--- config.mk ---
export PLATFORM = sky130hd
export DESIGN_NAME = fft16_output_serializer
export DESIGN_NICKNAME = d
export VERILOG_FILES = /design/src/rtl/fft16_pkg.sv /design/src/rtl/fft16_frame_bank.sv /design/src/rtl/fft16_output_serializer.sv
export SDC_FILE = /design/constraint.sdc
export NUM_CORES = 1
export LEC_CHECK = 0
export BUFFER_PORTS_ARGS = -buffer_cell sky130_fd_sc_hd__buf_2
export CORE_ASPECT_RATIO = 1.25
export CORE_MARGIN = 10
export CORE_UTILIZATION = 35
export CTS_CLUSTER_SIZE = 25
export DETAILED_ROUTE_END_ITERATION = 8
export HOLD_SLACK_MARGIN = 0.15
export PLACE_DENSITY = 0.64
export SKIP_LAST_GASP = 1
export SLEW_MARGIN = 20
export SYNTH_ARGS = -nofsm -noshare
export SYNTH_HDL_FRONTEND = slang
export SYNTH_HIERARCHICAL = 1
export SYNTH_SLANG_ARGS = --single-unit
--- constraint.sdc ---
create_clock -name clk -period 22.8 [get_ports clk]
set_input_delay 3.42 -clock clk [delete_from_list [all_inputs] [get_ports clk]]
set_output_delay 3.42 -clock clk [all_outputs]
set_load 0.02 [all_outputs]
--- src/rtl/fft16_pkg.sv ---
// Shared constants, read-FSM state type and bin-order helper for the 16-point FFT output path.
package fft16_pkg;
  localparam int FFT_DATA_W = 16;
  localparam int FFT_PTS    = 16;

  typedef enum logic {S_IDLE, S_STREAM} rd_state_e;

  // Base-4 digit reversal: 4*(c mod 4) + (c div 4) is a swap of the two radix-4 digits.
  function automatic logic [3:0] digitrev(input logic [3:0] c);
    return {c[1:0], c[3:2]};
  endfunction
endpackage

--- src/rtl/fft16_frame_bank.sv ---
// One frame buffer: 16 complex samples captured in parallel, read back one bin at a time.
module fft16_frame_bank
  import fft16_pkg::*;
#(
  parameter int DATA_W = FFT_DATA_W
) (
  input  logic                            clk,
  input  logic                            we,
  input  logic [FFT_PTS-1:0][DATA_W-1:0]  wr_re,
  input  logic [FFT_PTS-1:0][DATA_W-1:0]  wr_im,
  input  logic [3:0]                      rd_idx,
  output logic [DATA_W-1:0]               rd_re,
  output logic [DATA_W-1:0]               rd_im
);
  logic [FFT_PTS-1:0][DATA_W-1:0] mem_re, mem_im;

  // Contents are qualified by the full flags in the parent, so no reset is needed here.
  always_ff @(posedge clk)
    if (we) begin
      mem_re <= wr_re;
      mem_im <= wr_im;
    end

  assign rd_re = mem_re[rd_idx];
  assign rd_im = mem_im[rd_idx];
endmodule

--- src/rtl/fft16_output_serializer.sv ---
// Ping-pong buffer turning a parallel 16-bin FFT frame into a valid/ready bin stream.
// Define FFT16_OUT_DIGITREV_EN to emit bins in base-4 digit-reversed bank order.
module fft16_output_serializer
  import fft16_pkg::*;
#(
  parameter int DATA_W = FFT_DATA_W,
  parameter int N_PTS  = FFT_PTS
) (
  input  logic              clk,
  input  logic              rst,
  input  logic [DATA_W-1:0] in_re_0,  in_re_1,  in_re_2,  in_re_3,
  input  logic [DATA_W-1:0] in_re_4,  in_re_5,  in_re_6,  in_re_7,
  input  logic [DATA_W-1:0] in_re_8,  in_re_9,  in_re_10, in_re_11,
  input  logic [DATA_W-1:0] in_re_12, in_re_13, in_re_14, in_re_15,
  input  logic [DATA_W-1:0] in_im_0,  in_im_1,  in_im_2,  in_im_3,
  input  logic [DATA_W-1:0] in_im_4,  in_im_5,  in_im_6,  in_im_7,
  input  logic [DATA_W-1:0] in_im_8,  in_im_9,  in_im_10, in_im_11,
  input  logic [DATA_W-1:0] in_im_12, in_im_13, in_im_14, in_im_15,
  input  logic              in_valid,
  output logic              in_ready,
  output logic [DATA_W-1:0] out_re,
  output logic [DATA_W-1:0] out_im,
  output logic [3:0]        out_index,
  output logic              out_last,
  output logic              out_valid,
  input  logic              out_ready,
  output logic              overflow
);
  if (N_PTS != 16) begin : g_bad_npts
    $error("fft16_output_serializer: N_PTS must be 16");
  end

  logic [N_PTS-1:0][DATA_W-1:0] wr_re, wr_im;
  assign wr_re = {in_re_15, in_re_14, in_re_13, in_re_12, in_re_11, in_re_10, in_re_9, in_re_8,
                  in_re_7,  in_re_6,  in_re_5,  in_re_4,  in_re_3,  in_re_2,  in_re_1, in_re_0};
  assign wr_im = {in_im_15, in_im_14, in_im_13, in_im_12, in_im_11, in_im_10, in_im_9, in_im_8,
                  in_im_7,  in_im_6,  in_im_5,  in_im_4,  in_im_3,  in_im_2,  in_im_1, in_im_0};

  logic [1:0] full, full_nxt;
  logic       wr_bank, rd_bank;
  logic [3:0] cnt, rd_idx;
  logic       accept, hs, release_bank;
  rd_state_e  state, state_nxt;

  assign in_ready     = ~full[wr_bank];
  assign accept       = in_valid & in_ready;
  assign hs           = out_valid & out_ready;
  assign release_bank = hs & (cnt == 4'd15);

  // Capture and release always hit different banks: capture needs an empty bank, release a full one.
  always_comb begin
    full_nxt = full;
    if (accept)       full_nxt[wr_bank] = 1'b1;
    if (release_bank) full_nxt[rd_bank] = 1'b0;
  end

  always_ff @(posedge clk or posedge rst)
    if (rst) begin
      state    <= S_IDLE;
      full     <= '0;
      wr_bank  <= 1'b0;
      rd_bank  <= 1'b0;
      cnt      <= '0;
      overflow <= 1'b0;
    end else begin
      state    <= state_nxt;
      full     <= full_nxt;
      wr_bank  <= wr_bank ^ accept;
      rd_bank  <= rd_bank ^ release_bank;
      cnt      <= hs ? cnt + 4'd1 : cnt;
      overflow <= in_valid & ~in_ready;
    end

  // Looking at next-cycle full flags gives 1-cycle capture latency and no gap between frames.
  always_comb begin
    state_nxt = state;
    case (state)
      S_IDLE:   if (full_nxt[rd_bank]) state_nxt = S_STREAM;
      S_STREAM: if (release_bank && !full_nxt[~rd_bank]) state_nxt = S_IDLE;
      default:  state_nxt = S_IDLE;
    endcase
  end

  always_comb begin
    out_valid = (state == S_STREAM);
    out_last  = out_valid & (cnt == 4'd15);
    out_index = cnt;
  end

`ifdef FFT16_OUT_DIGITREV_EN
  assign rd_idx = digitrev(cnt);
`else
  assign rd_idx = cnt;
`endif

  logic [DATA_W-1:0] a_re, a_im, b_re, b_im;

  fft16_frame_bank #(.DATA_W(DATA_W)) u_bank_a (
    .clk(clk), .we(accept & ~wr_bank), .wr_re(wr_re), .wr_im(wr_im),
    .rd_idx(rd_idx), .rd_re(a_re), .rd_im(a_im)
  );

  fft16_frame_bank #(.DATA_W(DATA_W)) u_bank_b (
    .clk(clk), .we(accept & wr_bank), .wr_re(wr_re), .wr_im(wr_im),
    .rd_idx(rd_idx), .rd_re(b_re), .rd_im(b_im)
  );

  assign out_re = rd_bank ? b_re : a_re;
  assign out_im = rd_bank ? b_im : a_im;
endmodule

After elaboration in Yosys (flattened, before gate mapping)
Index checks and enable logic that the tools add are counted.
{"block": "totals", "register_bits": 1034, "out_inout_bits": 40, "word_cells": 123}
{"block": "op_classes", "n_addsub": 1, "magnitude_cmp": 6, "n_eq_ne": 1, "muxes": 25, "n_bitwise": 16, "reduce_logical": 4}
{"op": "16-bit binary-select mux with 4-bit select", "n": 4}
{"op": "16-bit 2-to-1 mux", "n": 6}
{"op": "1-bit 2-to-1 mux", "n": 10}
{"op": "1-bit AND", "n": 7}
{"op": "1-bit by 2-bit < comparator with 1-bit output, second input constant", "n": 3}
{"op": "4-bit by 5-bit < comparator with 1-bit output, second input constant", "n": 1}
{"op": "4-bit by 1-bit adder with 4-bit output, second input constant", "n": 1}
{"op": "4-bit == test, second input constant", "n": 1}
{"op": "2-bit 2-to-1 mux", "n": 2}
{"op": "1-bit NOT", "n": 4}
{"op": "1-bit logical AND", "n": 3}
{"op": "2-bit AND", "n": 1}
{"op": "1-bit demux with 1-bit select", "n": 2}
{"op": "1-bit >= comparator, second input constant", "n": 2}
{"op": "2-bit NOT", "n": 1}
{"op": "2-bit OR", "n": 1}
{"op": "1-bit one-hot mux with 2 select lines", "n": 1}
{"op": "1-bit bitwise XOR", "n": 2}
{"op": "1-bit logical NOT", "n": 1}

Logic depth before layout (Yosys ltp)
Gate-level depths: netlist (run 1).
{"block": "depth", "depth_word": 14, "ltp_mapped": 6}

Cells and area by module
Netlist (run 1), hierarchy kept.
{"module": "fft16_frame_bank", "n_inst": 2, "cells_each": 783, "area_per_inst_um2": 19103.3, "seq_area_each_um2": 15374.7}
{"module": "fft16_output_serializer", "n_inst": 1, "cells_each": 77, "area_per_inst_um2": 879.6, "seq_area_each_um2": 250.2}

Least setup slack after synthesis (run 1)
Ideal clock, no wire load.
{"block": "synth_path", "path_kind": "input -> register", "startpoint": "input in_valid", "endpoint": "register u_bank_a/mem_im[0] in the netlist's numbering, enable pin", "arrival_ns": 15.225, "t_required_ns": 21.853, "path_slack_ns": 6.628, "cell_stages": 2, "n_path_buf": 0, "path_cell_list": "and2_1 > ha_1"}
{"block": "synth_between", "elab_chain_len": 2}
{"element": "start, declared", "line_no": "fft16_output_serializer.sv:19", "source": "input logic in_valid,"}
{"element": "1-bit AND", "line_no": "fft16_output_serializer.sv:46", "source": "assign accept = in_valid & in_ready;"}
{"element": "1-bit AND", "line_no": "fft16_output_serializer.sv:99", "source": ".clk(clk), .we(accept & ~wr_bank), .wr_re(wr_re), .wr_im(wr_im),"}
{"element": "end signal, assigned", "line_no": "fft16_frame_bank.sv:21", "source": "mem_im <= wr_im;"}
{"element": "end, declared", "line_no": "fft16_frame_bank.sv:15", "source": "logic [FFT_PTS-1:0][DATA_W-1:0] mem_re, mem_im;"}
Every way passes these cells.
A chain may end at the register's enable or synchronous reset.

Worst setup path in the final report (run 1)
{"block": "layout_path", "startpoint": "register cnt[0], in the netlist out_index[0]", "endpoint": "output out_im[12]"}
{"block": "layout_between", "elab_chain_len": 3, "elab_cells_between_ends": 5, "classes_between": "5 x mux"}
{"element": "start, declared", "line_no": "fft16_output_serializer.sv:41", "source": "logic [3:0] cnt, rd_idx;"}
{"element": "start signal, assigned", "line_no": "fft16_output_serializer.sv:70", "source": "cnt <= hs ? cnt + 4'd1 : cnt;"}
{"element": "16-bit binary-select mux with 4-bit select", "line_no": "fft16_frame_bank.sv:25", "source": "assign rd_im = mem_im[rd_idx];"}
{"element": "16-bit 2-to-1 mux (not written as such)", "line_no": "fft16_frame_bank.sv:25"}
{"element": "via b_im[12]", "line_no": "fft16_output_serializer.sv:96", "source": "logic [DATA_W-1:0] a_re, a_im, b_re, b_im;"}
{"element": "16-bit 2-to-1 mux", "line_no": "fft16_output_serializer.sv:109", "source": "assign out_im = rd_bank ? b_im : a_im;"}
{"element": "end, declared", "line_no": "fft16_output_serializer.sv:22", "source": "output logic [DATA_W-1:0] out_im,"}
The timed path passes the listed nets, and every way through them passes these cells. The select of a mux whose other input is x is not followed.

==> flow_summary.yaml, run 1 <==
clock_tree:
  cts_max_path_buffers: 3
  cts_max_level: 3
  cts-buffers-inserted: 101
  cts_setup_buffers: 0
  cts_tree: "done"
  cts_root_buf: "clkbuf_16"
  clk_pin_slew_ps: 60
  post_cts_resized: 0
  clock-sinks: 1034
  insertion_delay_ps: 720
  postCtsHoldBufs: 0
grt:
  track_usage: 0.169
  grt_pass1_vias: 21700
  grt_pass1_wl_mm: 153
  antenna_found_initial: 58
  grt_max_degree: 173
  overflow: 0
pwr:
  peakVddDrop_mv: 0.128
  finalPower_mw: 5.66
  leakagePower_nw: 15.7
  powerDensity_mw_per_mm2: 120
logic_synthesis:
  yosys-top-cells-count: "edfxtp_1 (1024), mux4_2 (256), a22oi_1 (128)"
  ys_seq_area_frac: 0.793
  synth-edff-count: 1024
  syn-mean-instance-area_sq_um: 23.8
  ys_ff_latch: 1034
  async_flop_share: 0.00967
  yosys_warnings: 6
  yosys-top-cells-area: "edfxtp_1 (79%), mux4_2 (15%), a22oi_1 (2.5%)"
  synthCells: 1643
  synth_top_area_cell: "edfxtp_1"
  synth_most_common_cell: "edfxtp_1"
  synth_nets: 2162
  ys_types: 31
  syn_area_sq_mm: 0.0391
  yosys.area.top_type_share: 0.787
  synth_flop_cell: "edfxtp_1"
final_layout:
  fill_cells: 9623
  final_nets: 2760
  drive_above_1_share: 0.445
  seq_area_sq_mm: 0.0310
  multi_input_area_sq_mm: 0.00766
  syn_to_final_growth_pct: 20.6
setup_path:
  cp_slowest_cell: "dfrtp_4"
  endpoint_kind: "output port"
  crit_path_max_fanout: 48
  slowest_delay_ps: 970
  critPathLaunchType: "flop"
  crit_chain: "buf_4 -> buf_4 -> buf_16 -> buf_4 -> mux4_2 -> a22oi_1 -> nand2_1 -> mux2_2 -> buf_2"
  crit_top_cell: "buf_4"
  crit_arrival_ps: 5630
  crit_required_ps: 19380
  crit_type: "reg -> out"
timing:
  fin_crit_sh: 0.397
  slew_headroom: 0.138
  max_freq_mhz: 111
  setup_viol: 0
  skew_ps: 31.1
  min_period_ps: 9050
  max_slew.worst_pin.slew_ps: 1290
  drv_slew: 0
  setup_tns_ps: 0
  hold_violations: 0
  grt_setup_unrepaired: "no"
detailed_routing:
  vias: 20000
  dr_wl_met3_mm: 9.74
  wl_met2_mm: 54.8
  top_layer_used: "met5"
  postRouteAntennaNets: 0
  drt_pre_antenna_iters: 5
  drc_errors: 0
  wl_per_cell_um: 28.3
  wl_met1_mm: 39.4
  viasPerCell: 5.24
  drt-total-wl_mm: 108
  first_iter_violations: 2173
floorplanning:
  dieHeight_um: 394
  rows: 137
  start_util: 0.351
  die_w_um: 319
  die-area_sq_mm: 0.126
  ios: 556
  core_area_sq_mm: 0.111
placement:
  portBuffers: 555
  hpwlAfterDp_mm: 73.0
  routabilityCongestion: 0.788
hold_path:
  hp-class: "reg -> reg"
status:
  status: "finished clean"
flow_run:
  max-cap-violations: 0
per-stage QoR:
stage	hold WS [ps]	area, sq um	worst slack [ps]	utilization	std cells
2_1_floorplan	505	39100	6630	-	1643
3_3_place_gp	521	43500	14210	0.391	3594
3_5_place_dp	553	43500	14060	0.391	3594
4_1_cts	563	46900	13250	0.422	3785
5_1_grt	573	47100	13160	0.423	3812
6_report	567	47100	13750	0.424	3827
flip-flops by register name (all words and copies together), names as in the netlist:
| name | count |
|---|---|
| out_valid | 1 |
| rd_bank | 1 |
| u_bank_b/mem_re | 256 |
| overflow | 1 |
| wr_bank | 1 |
| u_bank_a/mem_re | 256 |
| u_bank_b/mem_im | 256 |
| full | 2 |
| out_index | 4 |
| u_bank_a/mem_im | 256 |
kinds of logic (layout without fill, tap and decap cells):
family,after synthesis,in the layout,synth area share
AO/OA/AOI/OAI,133,133,0.0255
XOR/XNOR,4,4,0.000896
adder cells (fa/ha/maj),3,3,0.000960
buffers and inverters,93,779,0.0127
flip-flops,1034,1034,0.793
multiplexers,290,290,0.157
other,0,39,0
AND/OR/NAND/NOR,86,86,0.00954
worst max-delay path: cells and delay by family, from the launching register on:
kind | cells | cell delay [ps]
buffers and inverters | 5 | 2630
muxes | 2 | 910
AOI/OAI and AO/OA | 1 | 210
DFF | 1 | 970
and+or+nand+nor | 1 | 70
where the power goes:
group          switching, mW  internal, mW
clock network          0.713          1.01
logic                  0.923         0.695
registers              0.102          2.22
per-layer routing:
metal  vias to the layer above  global-route usage
met1                     10400               0.197
met3                       241              0.0518
met4                        30              0.0811
met5                         -                   0
met2                      1060               0.281
li1                       8334                   -
layout make-up:
cell class                      instances  share of cell area
Antenna cell                           39             0.00207
Timing Repair Buffer                  585              0.0655
Clock buffer                          127              0.0577
Sequential cell                      1034               0.658
Tap cell                             1459              0.0387
Multi-Input combinational cell        516               0.163
Clock inverter                         64              0.0151
Inverter                                3            0.000239
final timing paths:
check | from | end | slack (ps) | depth (start not counted)
min in group asynchronous | rst | wr_bank | 2690 | 2
setup / recovery | out_index[0] | out_im[12] | 13750 | 9
setup reg to reg | wr_bank | u_bank_a/mem_re[194] | 17730 | 6
hold reg to reg | full[0] | full[0] | 570 | 1
hold / removal | full[0] | full[0] | 570 | 1
max in group asynchronous | rst | rd_bank | 19750 | 2
cells in the final DEF, fill, tap and decap left out, types with 4 or more instances in the layout:
| cell type | Yosys | routed |
|---|---|---|
| a22oi_1 | 128 | 128 |
| buf_2 | 9 | 555 |
| buf_4 | 22 | 25 |
| bufinv_16 | 0 | 14 |
| clkbuf_1 | 34 | 21 |
| clkbuf_16 | 0 | 105 |
| clkinv_1 | 0 | 25 |
| clkinv_2 | 0 | 10 |
| clkinvlp_4 | 0 | 5 |
| dfrtp_1 | 10 | 7 |
| diode_2 | 0 | 39 |
| edfxtp_1 | 1024 | 1024 |
| inv_6 | 0 | 6 |
| mux2_2 | 33 | 33 |
| mux4_2 | 256 | 256 |
| nand2_1 | 64 | 64 |
| nor2b_4 | 0 | 4 |
| xnor2_1 | 4 | 4 |
Note: power is estimated with default switching activity, not from simulation.
==> run 2: changes to the inputs <==
--- a/config.mk
+++ b/config.mk
@@ -12,7 +12,7 @@
 export CTS_CLUSTER_SIZE = 25
 export DETAILED_ROUTE_END_ITERATION = 8
 export HOLD_SLACK_MARGIN = 0.15
-export PLACE_DENSITY = 0.64
+export PLACE_DENSITY = 0.66
 export SKIP_LAST_GASP = 1
 export SLEW_MARGIN = 20
 export SYNTH_ARGS = -nofsm -noshare
==> constraint.sdc (replaced) <==
create_clock -name clk -period 7.4 [get_ports clk]
set_input_delay 1.11 -clock clk [delete_from_list [all_inputs] [get_ports clk]]
set_output_delay 1.11 -clock clk [all_outputs]
set_load 0.02 [all_outputs]
==> run 2 against run 1 <==
- clock power rose to 3.0 times the previous value
- register-to-register slack worse by 14000 ps
- count of clock-buffer cells in the layout decreased by 4
- non-clock buffer count decreased by 9
- worst setup slack worse by 11000 ps
- via count decreased by 0.61%
- die area did not move
- critical path type unchanged
- largest power group unchanged
==> flow_summary.yaml, run 2 (same netlist as run 1, synthesis figures left out) <==
detailed_routing:
  wl_per_cell_um: 27.8
  viasPerCell: 5.24
  vias: 19900
  postRouteAntennaNets: 0
  drc_errors: 0
  drt_pre_antenna_iters: 7
  first_iter_violations: 2178
  drt-total-wl_mm: 106
setup_path:
  endpoint_kind: "output port"
  reg2reg_slack_ps: 4090
  crit_type: "reg -> out"
  crit_path_max_fanout: 72
  critPathLaunchType: "flop"
  crit_required_ps: 6290
  worstRegToRegCells: 4
  crit_arrival_ps: 3860
  r2r-end: "u_bank_a/mem_re[149]"
  r2r-start: "wr_bank"
floorplanning:
  start_util: 0.351
  ios: 556
  dieHeight_um: 394
  die_w_um: 319
  rows: 137
  core_area_sq_mm: 0.111
  die-area_sq_mm: 0.126
grt:
  track_usage: 0.165
  grt_pass1_wl_mm: 150
  antenna_found_initial: 63
  grt_max_degree: 173
  overflow: 0
  grt_pass1_vias: 21600
final_layout:
  mostFrequentLayoutCell: "edfxtp_1"
  final_area_sq_mm: 0.0470
  final_nets: 2751
  syn_to_final_growth_pct: 20.2
  finalCoreUtilization: 0.422
  final_cell_mix: "edfxtp_1 (1024), buf_2 (555), mux4_2 (256), a22oi_1 (128), clkbuf_16 (103)"
  drive_above_1_share: 0.444
placement:
  hpwlAfterDp_mm: 71.4
  portBuffers: 555
  routabilityCongestion: 0.766
  post_dp_cell_area_sq_mm: 0.0436
pwr:
  leakagePower_nw: 15.7
  finalPower_mw: 17.3
  powerDensity_mw_per_mm2: 368
  peakVddDrop_mv: 0.455
clock_tree:
  cts_root_buf: "clkbuf_16"
  postCtsHoldBufs: 0
  cts_max_path_buffers: 3
  insertion_delay_ps: 700
  cts_tree: "done"
  cts_max_level: 3
  clk_pin_slew_ps: 60
  cts_setup_buffers: 0
  post_cts_resized: 0
  cts-buffers-inserted: 101
  clock-sinks: 1034
timing:
  drv_slew: 0
  min_period_ps: 4970
  hold_violations: 0
  setup_viol: 0
  fin_crit_sh: 0.672
  slew_headroom: 0.253
  max_slew.worst_pin.slew_ps: 1120
  skew_ps: 21.6
  holdWs_ps: 408
  grt_setup_unrepaired: "no"
  max_freq_mhz: 201
status:
  status: "finished clean"
flow_run:
  max-cap-violations: 0
hold_path:
  hp-class: "in -> async"
run 2: cell count changes in the layout (fill, tap and decap cells not counted), sizes merged, moves of 3 or more:
| cell | previous run | this run |
|---|---|---|
| buf | 585 | 576 |
| diode | 39 | 27 |
| clkbuf | 127 | 123 |
| inv | 9 | 12 |
| bufinv | 14 | 11 |
| clkinv | 39 | 42 |
run 2: how the worst max path moves through the flow:
stage,start,to,cells past startpoint
final,out_index[1],out_re[9],6
after detailed placement,out_index[1],out_re[9],6
after floorplan,in_valid,u_bank_a/mem_im[0],2
after global routing,out_index[1],out_re[9],6
after CTS,out_index[1],out_re[9],6
after global placement,out_index[1],out_re[9],6
run 2: area by class of cell:
type / instances / area [sq um]
diodes: 27 / 67.6
clock buffers: 123 / 2650
clock inverters: 66 / 658
fillers: 9603 / 64300
inverters: 3 / 11.3
multi-input cells: 516 / 7660
flip-flops and latches: 1034 / 31000
well taps: 1459 / 1830
repair buffers: 576 / 3070
run 2: metal layers:
layer	wire length [um]	GRT usage
met2	53800	0.278
met3	10600	0.0602
met1	37800	0.189
met5	370	0
met4	3240	0.0650
run 2: stage by stage:
step | TNS (ps) | setup slack [ps] | cells
2_1_floorplan | -807080 | -788 | 1643
3_3_place_gp | 0 | 3160 | 3587
3_5_place_dp | 0 | 3130 | 3587
4_1_cts | 0 | 2310 | 3776
5_1_grt | 0 | 2190 | 3795
6_report | 0 | 2430 | 3804
run 2: critical path, cell delays in order (launching register included):
cell and delay (ps):
dfrtp_4 600, buf_4 850, mux4_2 440, a22oi_1 520, nand2_1 90, mux2_2 360
buf_2 190
run 2: where the power goes:
| part | switching [mW] | leakage, nW | total [mW] | internal, mW |
|---|---|---|---|---|
| registers | 0.211 | 9.32 | 7.06 | 6.85 |
| logic | 2.94 | 4.73 | 5.10 | 2.16 |
| clock network | 2.19 | 1.61 | 5.14 | 2.95 |
